--- config.mk ---
export PLATFORM = sky130hd
export DESIGN_NAME = sequence_transmitter
export DESIGN_NICKNAME = d
export VERILOG_FILES = /design/src/rtl/sequence_transmitter_pkg.sv /design/src/rtl/pattern_shifter.sv /design/src/rtl/sequence_transmitter.sv
export SDC_FILE = /design/constraint.sdc
export NUM_CORES = 1
export LEC_CHECK = 0
export CAP_MARGIN = 5
export CORE_MARGIN = 1.5
export CORE_UTILIZATION = 32
export CTS_CLUSTER_DIAMETER = 150
export DETAILED_ROUTE_END_ITERATION = 10
export PLACE_DENSITY = 0.49
export RECOVER_POWER = 50
export SKIP_LAST_GASP = 1
export SLEW_MARGIN = 20
export SYNTH_ARGS = -nofsm -noshare
export SYNTH_HDL_FRONTEND = slang
export SYNTH_HIERARCHICAL = 1
export SYNTH_SLANG_ARGS = --single-unit
export TNS_END_PERCENT = 10
--- constraint.sdc ---
create_clock -name inputClk -period 3.1 [get_ports inputClk]
set_input_delay 0.465 -clock inputClk [delete_from_list [all_inputs] [get_ports inputClk]]
set_output_delay 0.465 -clock inputClk [all_outputs]
set_load 0.1 [all_outputs]
--- src/rtl/sequence_transmitter_pkg.sv ---
// Shared controller package: FSM state encoding for the W/Z link, also used by
// the detector bench.
package sequence_transmitter_pkg;

  typedef enum logic [2:0] {
    IDLE  = 3'b000,
    SHIFT = 3'b001,
    GAP   = 3'b010,
    DONE  = 3'b011
  } tx_state_e;

  localparam int GAP_CNT_W = 4;
  localparam int REP_CNT_W = 4;

endpackage

--- src/rtl/pattern_shifter.sv ---
// WIDTH-bit load / shift-left register with MSB output and async active-low clear.
module pattern_shifter #(
  parameter int WIDTH = 4
) (
  input  logic             clk_i,
  input  logic             rst_n_i,
  input  logic             load_i,
  input  logic             shift_i,
  input  logic [WIDTH-1:0] data_i,
  output logic             msb_o
);

  logic [WIDTH-1:0] sr_q;

  // Load wins over shift so a frame reload can coincide with the last bit.
  always_ff @(posedge clk_i or negedge rst_n_i) begin
    if (!rst_n_i)     sr_q <= '0;
    else if (load_i)  sr_q <= data_i;
    else if (shift_i) sr_q <= {sr_q[WIDTH-2:0], 1'b0};
  end

  assign msb_o = sr_q[WIDTH-1];

endmodule

--- src/rtl/sequence_transmitter.sv ---
// Serial pattern generator: sends a WIDTH-bit pattern MSB-first on outputW,
// with an idle gap after every frame and a programmable repeat count.
module sequence_transmitter
  import sequence_transmitter_pkg::*;
#(
  parameter int   WIDTH      = 4,
  parameter int   GAP_CYCLES = 2,
  parameter logic IDLE_LEVEL = 1'b0
) (
  input  logic             inputClk,
  input  logic             inputReset,
  input  logic             inputStart,
  input  logic [WIDTH-1:0] inputData,
  input  logic [3:0]       inputRepeat,
  output logic             outputW,
  output logic             outputBusy,
  output logic             outputDone
);

  localparam int                   BW       = $clog2(WIDTH);
  localparam logic [BW-1:0]        BIT_LAST = BW'(WIDTH - 1);
  localparam logic [GAP_CNT_W-1:0] GAP_LAST =
    (GAP_CYCLES > 0) ? GAP_CNT_W'(GAP_CYCLES - 1) : '0;

  tx_state_e              state_q, state_d;
  logic [BW-1:0]          bit_q, bit_d;
  logic [GAP_CNT_W-1:0]   gap_q, gap_d;
  logic [REP_CNT_W-1:0]   rep_q, rep_d;
  logic [WIDTH-1:0]       pat_q, pat_d;

  logic             sh_load, sh_shift, sh_msb;
  logic [WIDTH-1:0] sh_data;

  pattern_shifter #(.WIDTH(WIDTH)) u_shifter (
    .clk_i   (inputClk),
    .rst_n_i (inputReset),
    .load_i  (sh_load),
    .shift_i (sh_shift),
    .data_i  (sh_data),
    .msb_o   (sh_msb)
  );

  always_ff @(posedge inputClk or negedge inputReset) begin
    if (!inputReset) begin
      state_q <= IDLE;
      bit_q   <= '0;
      gap_q   <= '0;
      rep_q   <= '0;
      pat_q   <= '0;
    end else begin
      state_q <= state_d;
      bit_q   <= bit_d;
      gap_q   <= gap_d;
      rep_q   <= rep_d;
      pat_q   <= pat_d;
    end
  end

  always_comb begin
    state_d  = state_q;
    bit_d    = bit_q;
    gap_d    = gap_q;
    rep_d    = rep_q;
    pat_d    = pat_q;
    sh_load  = 1'b0;
    sh_shift = 1'b0;
    sh_data  = pat_q;

    unique case (state_q)
      IDLE, DONE: begin
        state_d = IDLE;
        if (inputStart) begin
          pat_d   = inputData;
          rep_d   = inputRepeat;
          bit_d   = BIT_LAST;
          sh_data = inputData;
          sh_load = 1'b1;
          state_d = SHIFT;
        end
      end
      SHIFT: begin
        sh_shift = 1'b1;
        bit_d    = bit_q - 1'b1;
        if (bit_q == '0) begin
          if (GAP_CYCLES > 0) begin
            gap_d   = GAP_LAST;
            state_d = GAP;
          end else if (rep_q != '0) begin
            // End of frame with no gap: reload from the captured copy.
            rep_d   = rep_q - 1'b1;
            bit_d   = BIT_LAST;
            sh_load = 1'b1;
          end else begin
            state_d = DONE;
          end
        end
      end
      GAP: begin
        gap_d = gap_q - 1'b1;
        if (gap_q == '0) begin
          gap_d = '0;
          if (rep_q != '0) begin
            rep_d   = rep_q - 1'b1;
            bit_d   = BIT_LAST;
            sh_load = 1'b1;
            state_d = SHIFT;
          end else begin
            state_d = DONE;
          end
        end
      end
      default: state_d = IDLE;
    endcase
  end

  assign outputW    = (state_q == SHIFT) ? sh_msb : IDLE_LEVEL;
  assign outputBusy = (state_q == SHIFT) || (state_q == GAP);
  assign outputDone = (state_q == DONE);

endmodule

## Word-level counts from Yosys, hierarchy flattened

Cells that the tools add are included.

- Add/subtract/negate cells: 3
- Multiply operators: 0
- Div/mod/pow operators: 0
- $lt $le $gt $ge: 0
- Equal/unequal tests: 7
- Shift-type cells: 0
- Muxes and demuxes: 26
- Bitwise gates (word level): 0
- Reduce and logical (&&, ||, !) cells: 14

Operator list:

| cell | number |
|---|---|
| 2-to-1 mux 4 bit | 9 |
| case mux 4 bit (2 select lines) | 2 |
| case mux 3 bit (3 select lines) | 1 |
| 2-to-1 mux 2 bit | 4 |
| != test 2 bit, second input constant | 4 |
| AND reduction 4 bit | 2 |
| subtractor 4 x 1 -> 4 bit, second input constant | 2 |
| == test 3 x 2 -> 1 bit, second input constant | 2 |
| 2-to-1 mux 1 bit | 6 |
| 2-to-1 mux 3 bit | 2 |
| case mux 2 bit (3 select lines) | 1 |
| nonzero test 2 bit | 3 |
| logical NOT 4 bit | 1 |
| AND reduction 2 bit | 2 |
| nonzero test 4 bit | 1 |
| == test 3 x 1 -> 1 bit, second input constant | 1 |
| logical NOT 3 bit | 1 |
| nonzero test 3 bit | 1 |
| logical NOT 2 bit | 1 |
| case mux 1 bit (2 select lines) | 1 |
| OR reduction 2 bit | 1 |
| subtractor 2 x 1 -> 2 bit, second input constant | 1 |
| logical OR 1 bit | 1 |

- Register bits: 21
- Latch bits: 0
- Memory bits (writable): 0
- Memory bits (read-only): 0
- Output and inout port bits: 3
- Memories: 0

## Depth between registers and ports, before layout

Gate-level depths: netlist of run 1.

- Depth in word-level cells: 5
- Depth in mapped cells: 7
- Depth with buffers taken out: 7

## Modules after synthesis

The synthesis of run 1 kept the hierarchy.

By module, submodules not included:

| module | times used | cells an instance | area each (um^2) | sequential area each (um^2) |
|---|---|---|---|---|
| sequence_transmitter | 1 | 88 | 935.9 | 400.4 |
| pattern_shifter | 1 | 15 | 168.9 | 100.1 |

## Worst setup path before layout of run 1

No wires, ideal clock.

- Path type: input port to flip-flop
- Start point: input state_q[0]
- End point: register rep_q[2]
- Library setup time: 0.128 ns
- Data arrival time: 2.063 ns
- Required time: 2.972 ns
- Path slack: 0.909 ns
- Cell stages on the path: 7
- Buffers on the path: 0
- Path through: dfrtp_1 inv_1 ha_1 inv_1 nor2_2 nor3_4 mux2_1

- Longest elaborated chain between the ends: 4

RTL lines:

| element | RTL line | RTL |
|---|---|---|
| from (decl) | sequence_transmitter.sv:25 | `tx_state_e state_q, state_d;` |
| == test 3 x 2 -> 1 bit or logical NOT 3 bit (tied branches) | sequence_transmitter.sv:69 | `unique case (state_q)` |
| OR reduction 2 bit | sequence_transmitter.sv:69 |  |
| != test 2 bit (no line) or nonzero test 2 bit (tied branches) | n/a |  |
| AND reduction 4 bit (no line) | n/a |  |
| to (signal assigned) | sequence_transmitter.sv:54 | `rep_q <= rep_d;` |
| to (decl) | sequence_transmitter.sv:28 | `logic [REP_CNT_W-1:0] rep_q, rep_d;` |

Parallel ways exist; a longest one is shown, timed or not.
A chain may end at the register's enable or synchronous reset.

## Worst setup path in the final report of run 1

- Start point: input state_q[1]
- End point: output outputW

- Longest elaborated chain between the ends: 2

RTL lines:

| element | RTL line | RTL |
|---|---|---|
| == test 3 x 1 -> 1 bit | sequence_transmitter.sv:116 | `assign outputW = (state_q == SHIFT) ? sh_msb : IDLE_LEVEL;` |
| 2-to-1 mux 1 bit | sequence_transmitter.sv:116 |  |
| to (decl) | sequence_transmitter.sv:15 | `output logic outputW,` |

No other way between the ends.

==> results.cfg, run 1 <==
[run_status]
status = complete, no violations

[finish]
fin_area_um2 = 1330
final_nets = 137
area_delta_synth_final_pct = 20.4
drive_gt1_share_pct = 15.3
diodes = 0
fill_cells = 334
fin_util_pct = 39.9

[synthesis]
netlist_instances = 103
synth-edff-count = 0
yosysWarnings = 6
synth_area_leaders = dfrtp_1, ha_1, mux2i_1
syn_nets = 121
yosys.area.top_type = dfrtp_1
yosys-top-cells-count = dfrtp_1, inv_1, nand2_1
synth_seq_cells = 20
postSynthAreaPerCell_um2 = 10.7
ys.flop_type = dfrtp_1
synth_top_area_share_pct = 45.3
synth.most_common_cell = dfrtp_1
seq_area_frac_synth_pct = 45.3
async_flop_share_pct = 100
syn-cell-area_um2 = 1100
yosysUniqueCellTypes = 32

[floorplan]
num_rows = 21
core_um2 = 3340
ios = 14
die_height_um = 61.8
start_util_pct = 33.1
die_x_um = 61.8
die-area_um2 = 3810

[placement]
dpl_cell_area_um2 = 1280
place.gp.congestion = 0.752
portBuffers = 13
hpwlAfterDp_um = 1490

[clock_tree]
clock_path_buffers = 2
cts_tree = yes
clk_pin_slew_ns = 0.12
cts_setup_buffers = 0
cts.sinks = 20
clock_latency_ns = 0.30
ctsHoldBuffers = 0
cts_made_buffers = 3
ctsResizeCount = 0
cts_root_buffer = clkbuf_4
cts_max_level = 1

[drt]
drc = 0
wirelength_um = 1920
dr.pass1.iters = 4
ant_nets = 0
wl_per_cell_um = 11.7
vias_per_cell = 4.62
vias = 758
drtIter0Drc = 16

[global_routing]
grt_use_total_pct = 12.3
grt_pass1_wl_um = 3380
antenna_found_initial = 0
grt_pass1_vias = 749
grt_overflow_total = 0
grt_start_max_net_pins = 21

[timing]
clock_skew_ns = 0.00260
grt_setup_unrepaired = false
slew_viol_final = 0
period_minus_slack_ns = 2.14
setup_viol = 0
worst_hold_slack_ns = 0.511
relSlewSlack_pct = 38.1
tightest_slew_ns = 0.925
period_share_pct = 69.1
tns_ns = 0
final-hold-violation-count = 0
timing.fmax_ghz = 0.467

[power]
power_uw = 1470
ir_worst_vdd_uv = 372
p_per_area_nw_per_um2 = 1110
leakagePower_uw = 0.000592

[setup_path]
crit_family = flip-flops
critical_path_buf_inv_count = 2
end_kind = primary output
cpMaxStageDelayCell = dfrtp_1
critPathKind = register to primary output
crit_fanout = 9
start_kind = register
cp.arrival_ns = 1.68
required_ns = 2.63
crit_path_cell_trace = inv_1 > ha_1 > and2_1 > buf_4
slowest_delay_ns = 0.43

[run]
drv_cap = 0

[hold_path]
min_path_type = register to register
-- worst paths after layout --
kind                                         from                       endpoint  slack [ns]  depth (start not counted)
min in group asynchronous              inputReset           gap_q[1]$_DFFE_PN0P_        0.73                          1
min reg2reg                    pat_q[2]$_DFF_PN0_             pat_q[2]$_DFF_PN0_        0.51                          1
max                        state_q[1]$_DFFE_PN0P_                        outputW        0.96                          4
max reg2reg                  gap_q[0]$_DFFE_PN0P_  u_shifter/sr_q[0]$_DFFE_PN0P_        1.09                          7
max in group asynchronous              inputReset           rep_q[3]$_DFFE_PN0P_        1.81                          1
min                            pat_q[2]$_DFF_PN0_             pat_q[2]$_DFF_PN0_        0.51                          1
-- state kept, by name, indices dropped and copies added, names as in the netlist --
name            count
state_q             2
u_shifter/sr_q      4
bit_q               2
rep_q               4
gap_q               4
pat_q               4
-- report_power, final --
group,total (uW),internal [uW],switching [uW]
Clock,214,131,83.0
Combinational,814,326,488
Sequential,446,375,71.1
Total,1470,831,643
-- metal layers --
metal	wire length, um	vias to the layer above	global-route usage [%]
li1	-	382	-
met1	885	365	15.4
met2	953	9	20.2
met3	67	2	4.35
met4	13	0	3.65
met5	0	-	0
-- cells in the final DEF, fill, tap and decap left out, types with 3 or more instances in the layout --
cell,synthesis,layout
clkbuf_4,0,3
mux2i_1,6,6
mux2_2,4,3
a21oi_1,5,5
o21ai_1,4,4
clkdlybuf4s50_1,0,9
inv_1,10,10
buf_4,0,3
nor2_1,6,6
ha_1,7,7
mux2_1,2,3
dfrtp_1,20,20
nand2_1,9,9
-- area by class of cell --
type | instances | area [um^2] | area share (%)
clock buffers | 3 | 22.5 | 1.69
repair buffers | 13 | 123 | 9.22
multi-input cells | 71 | 559 | 42.1
inverters | 10 | 37.5 | 2.82
flip-flops and latches | 20 | 500 | 37.6
well taps | 46 | 57.6 | 4.33
clock inverters | 1 | 30.0 | 2.26
-- cells by family after synthesis --
group	Yosys count	synth area share [%]
AO/OA/AOI/OAI	18	11.1
multiplexers	14	14.3
flip-flops	20	45.3
XOR/XNOR	2	1.59
buffers and inverters	12	4.08
adder cells (fa/ha/maj)	7	7.93
AND/OR/NAND/NOR	30	15.7
-- stage by stage --
stage / worst slack [ns] / instances
final: 0.959 / 164
after global routing: 0.816 / 164
after CTS: 0.929 / 164
after detailed placement: 1.01 / 160
after global placement: 1.09 / 160
after floorplan: 0.909 / 103
No activity file was read; power rests on OpenSTA's default activity.
==> inputs of run 2 (changes only) <==
PLACE_DENSITY = 0.51   (was 0.49)
clock period = 1.8 ns   (was 3.1 ns; I/O delays follow)
==> results.cfg, run 2 (same netlist as run 1, synthesis figures left out) <==
[finish]
final_common_cell = dfrtp_1
fin_util_pct = 44.5
layout_common_cells = dfrtp_1, buf_4, nand2_1, clkdlybuf4s50_1
diodes = 0
area_delta_synth_final_pct = 34.5
drive_gt1_share_pct = 31.1
final_nets = 151

[drt]
vias = 808
vias_per_cell = 4.54
drtIter0Drc = 19
ant_nets = 0
drc = 0
wirelength_um = 2110
wl_per_cell_um = 11.9
dr.pass1.iters = 4

[clock_tree]
clock_path_buffers = 2
cts_max_level = 1
clock_latency_ns = 0.31
clk_pin_slew_ns = 0.12
ctsHoldBuffers = 0
cts.sinks = 20
cts_root_buffer = clkbuf_4
cts_made_buffers = 3
cts_tree = yes

[timing]
clock_skew_ns = 0.00649
tightest_slew_ns = 1.09
timing.fmax_ghz = 0.569
period_share_pct = 97.7
slew_viol_final = 0
relSlewSlack_pct = 27.4
setup_viol = 0
worst_hold_slack_ns = 0.515
final-hold-violation-count = 0
period_minus_slack_ns = 1.76
grt_setup_unrepaired = true
tns_ns = 0

[global_routing]
grt_overflow_total = 0
grt_pass1_wl_um = 3480
antenna_found_initial = 0
grt_pass1_vias = 807
grt_start_max_net_pins = 21
grt_use_total_pct = 12.5

[power]
p_comb_share_pct = 64.0
ir_worst_vdd_uv = 842
internal-power_uw = 1680
p_per_area_nw_per_um2 = 1950
clockPowerShare_pct = 9.2
pwr-share-seq_pct = 26.7
netSwitchingPower_uw = 1220
swShare_pct = 42.0
leakagePower_uw = 0.000652

[setup_path]
critPathKind = register to register
crit_family = simple AND/OR/NAND/NOR gates
crit_path_cell_trace = inv_2 > ha_2 > or3b_4 > a21boi_4 > nor2_2 > mux2_4
cp.arrival_ns = 1.97
critical_path_buf_inv_count = 1
slowest_delay_ns = 0.41
start_kind = register
cpMaxStageDelayCell = dfrtp_1
crit_fanout = 3
required_ns = 2.01
end_kind = register

[hold_path]
min_path_type = register to register

[run_status]
status = complete, no violations

[floorplan]
start_util_pct = 33.1
ios = 14
die_x_um = 61.8
die-area_um2 = 3810
die_height_um = 61.8
core_um2 = 3340
num_rows = 21

[placement]
hpwlAfterDp_um = 1600
place.gp.congestion = 0.766
portBuffers = 13

[run]
drv_cap = 0
[run 2: cell types whose count changed in the layout (fill, tap and decap cells not counted), moves of 2 or more]
cell	before	now
buf_4	3	12
inv_1	10	6
buf_12	0	3
ha_1	7	4
inv_2	0	3
ha_2	0	2
[run 2: cell type report]
type / instances / area, um^2
Tap cell: 46 / 57.6
Timing Repair Buffer: 27 / 265
Multi-Input combinational cell: 71 / 584
Sequential cell: 20 / 502
Inverter: 10 / 41.3
Fill cell: 342 / 1850
Clock buffer: 4 / 36.3
[run 2: routing by layer]
metal | GRT usage (%) | vias to the layer above | routed length (um)
met2 | 21.2 | 13 | 1010
met1 | 15.7 | 379 | 993
met5 | 0 | - | 0
met3 | 4.14 | 2 | 93
met4 | 2.74 | 0 | 10
li1 | - | 414 | -
[run 2: final timing paths]
check | cells after the start | to | slack [ns] | startpoint
worst max-delay path | 6 | bit_q[1]$_DFFE_PN0P_ | 0.04 | rep_q[0]$_DFFE_PN0P_
worst min-delay path | 1 | pat_q[1]$_DFF_PN0_ | 0.51 | pat_q[1]$_DFF_PN0_
worst max register to register | 6 | bit_q[1]$_DFFE_PN0P_ | 0.04 | rep_q[0]$_DFFE_PN0P_
worst min register to register | 1 | pat_q[1]$_DFF_PN0_ | 0.51 | pat_q[1]$_DFF_PN0_
max in group asynchronous | 2 | state_q[1]$_DFFE_PN0P_ | 0.42 | inputReset
min in group asynchronous | 2 | gap_q[2]$_DFFE_PN0P_ | 0.66 | inputReset
[run 2: metrics by stage]
step                instances  area (um^2)  worst slack (ns)  total power (uW)
global placement          167         1390            0.0457              2490
finish                    178         1490            0.0413              2900
detailed placement        167         1390            0.0109              2510
global route              178         1490           -0.0381              3120
floorplan                 103         1130            -0.142              2010
CTS                       172         1440           -0.0149              2830
[run 2: power groups by stage]
stage | registers [uW] | clock network, uW | logic (uW)
global placement | 781 | 0 | 1710
floorplan | 756 | 0 | 1250
global route | 802 | 292 | 2020
detailed placement | 783 | 0 | 1730
CTS | 774 | 282 | 1770
finish | 776 | 268 | 1860
[run 2: repair_timing]
action,4_1_cts,5_1_grt
gates resized for setup,3,4
setup endpoints to repair,4,11
pin swaps,0,3
cloned,0,0
buffers inserted,1,6
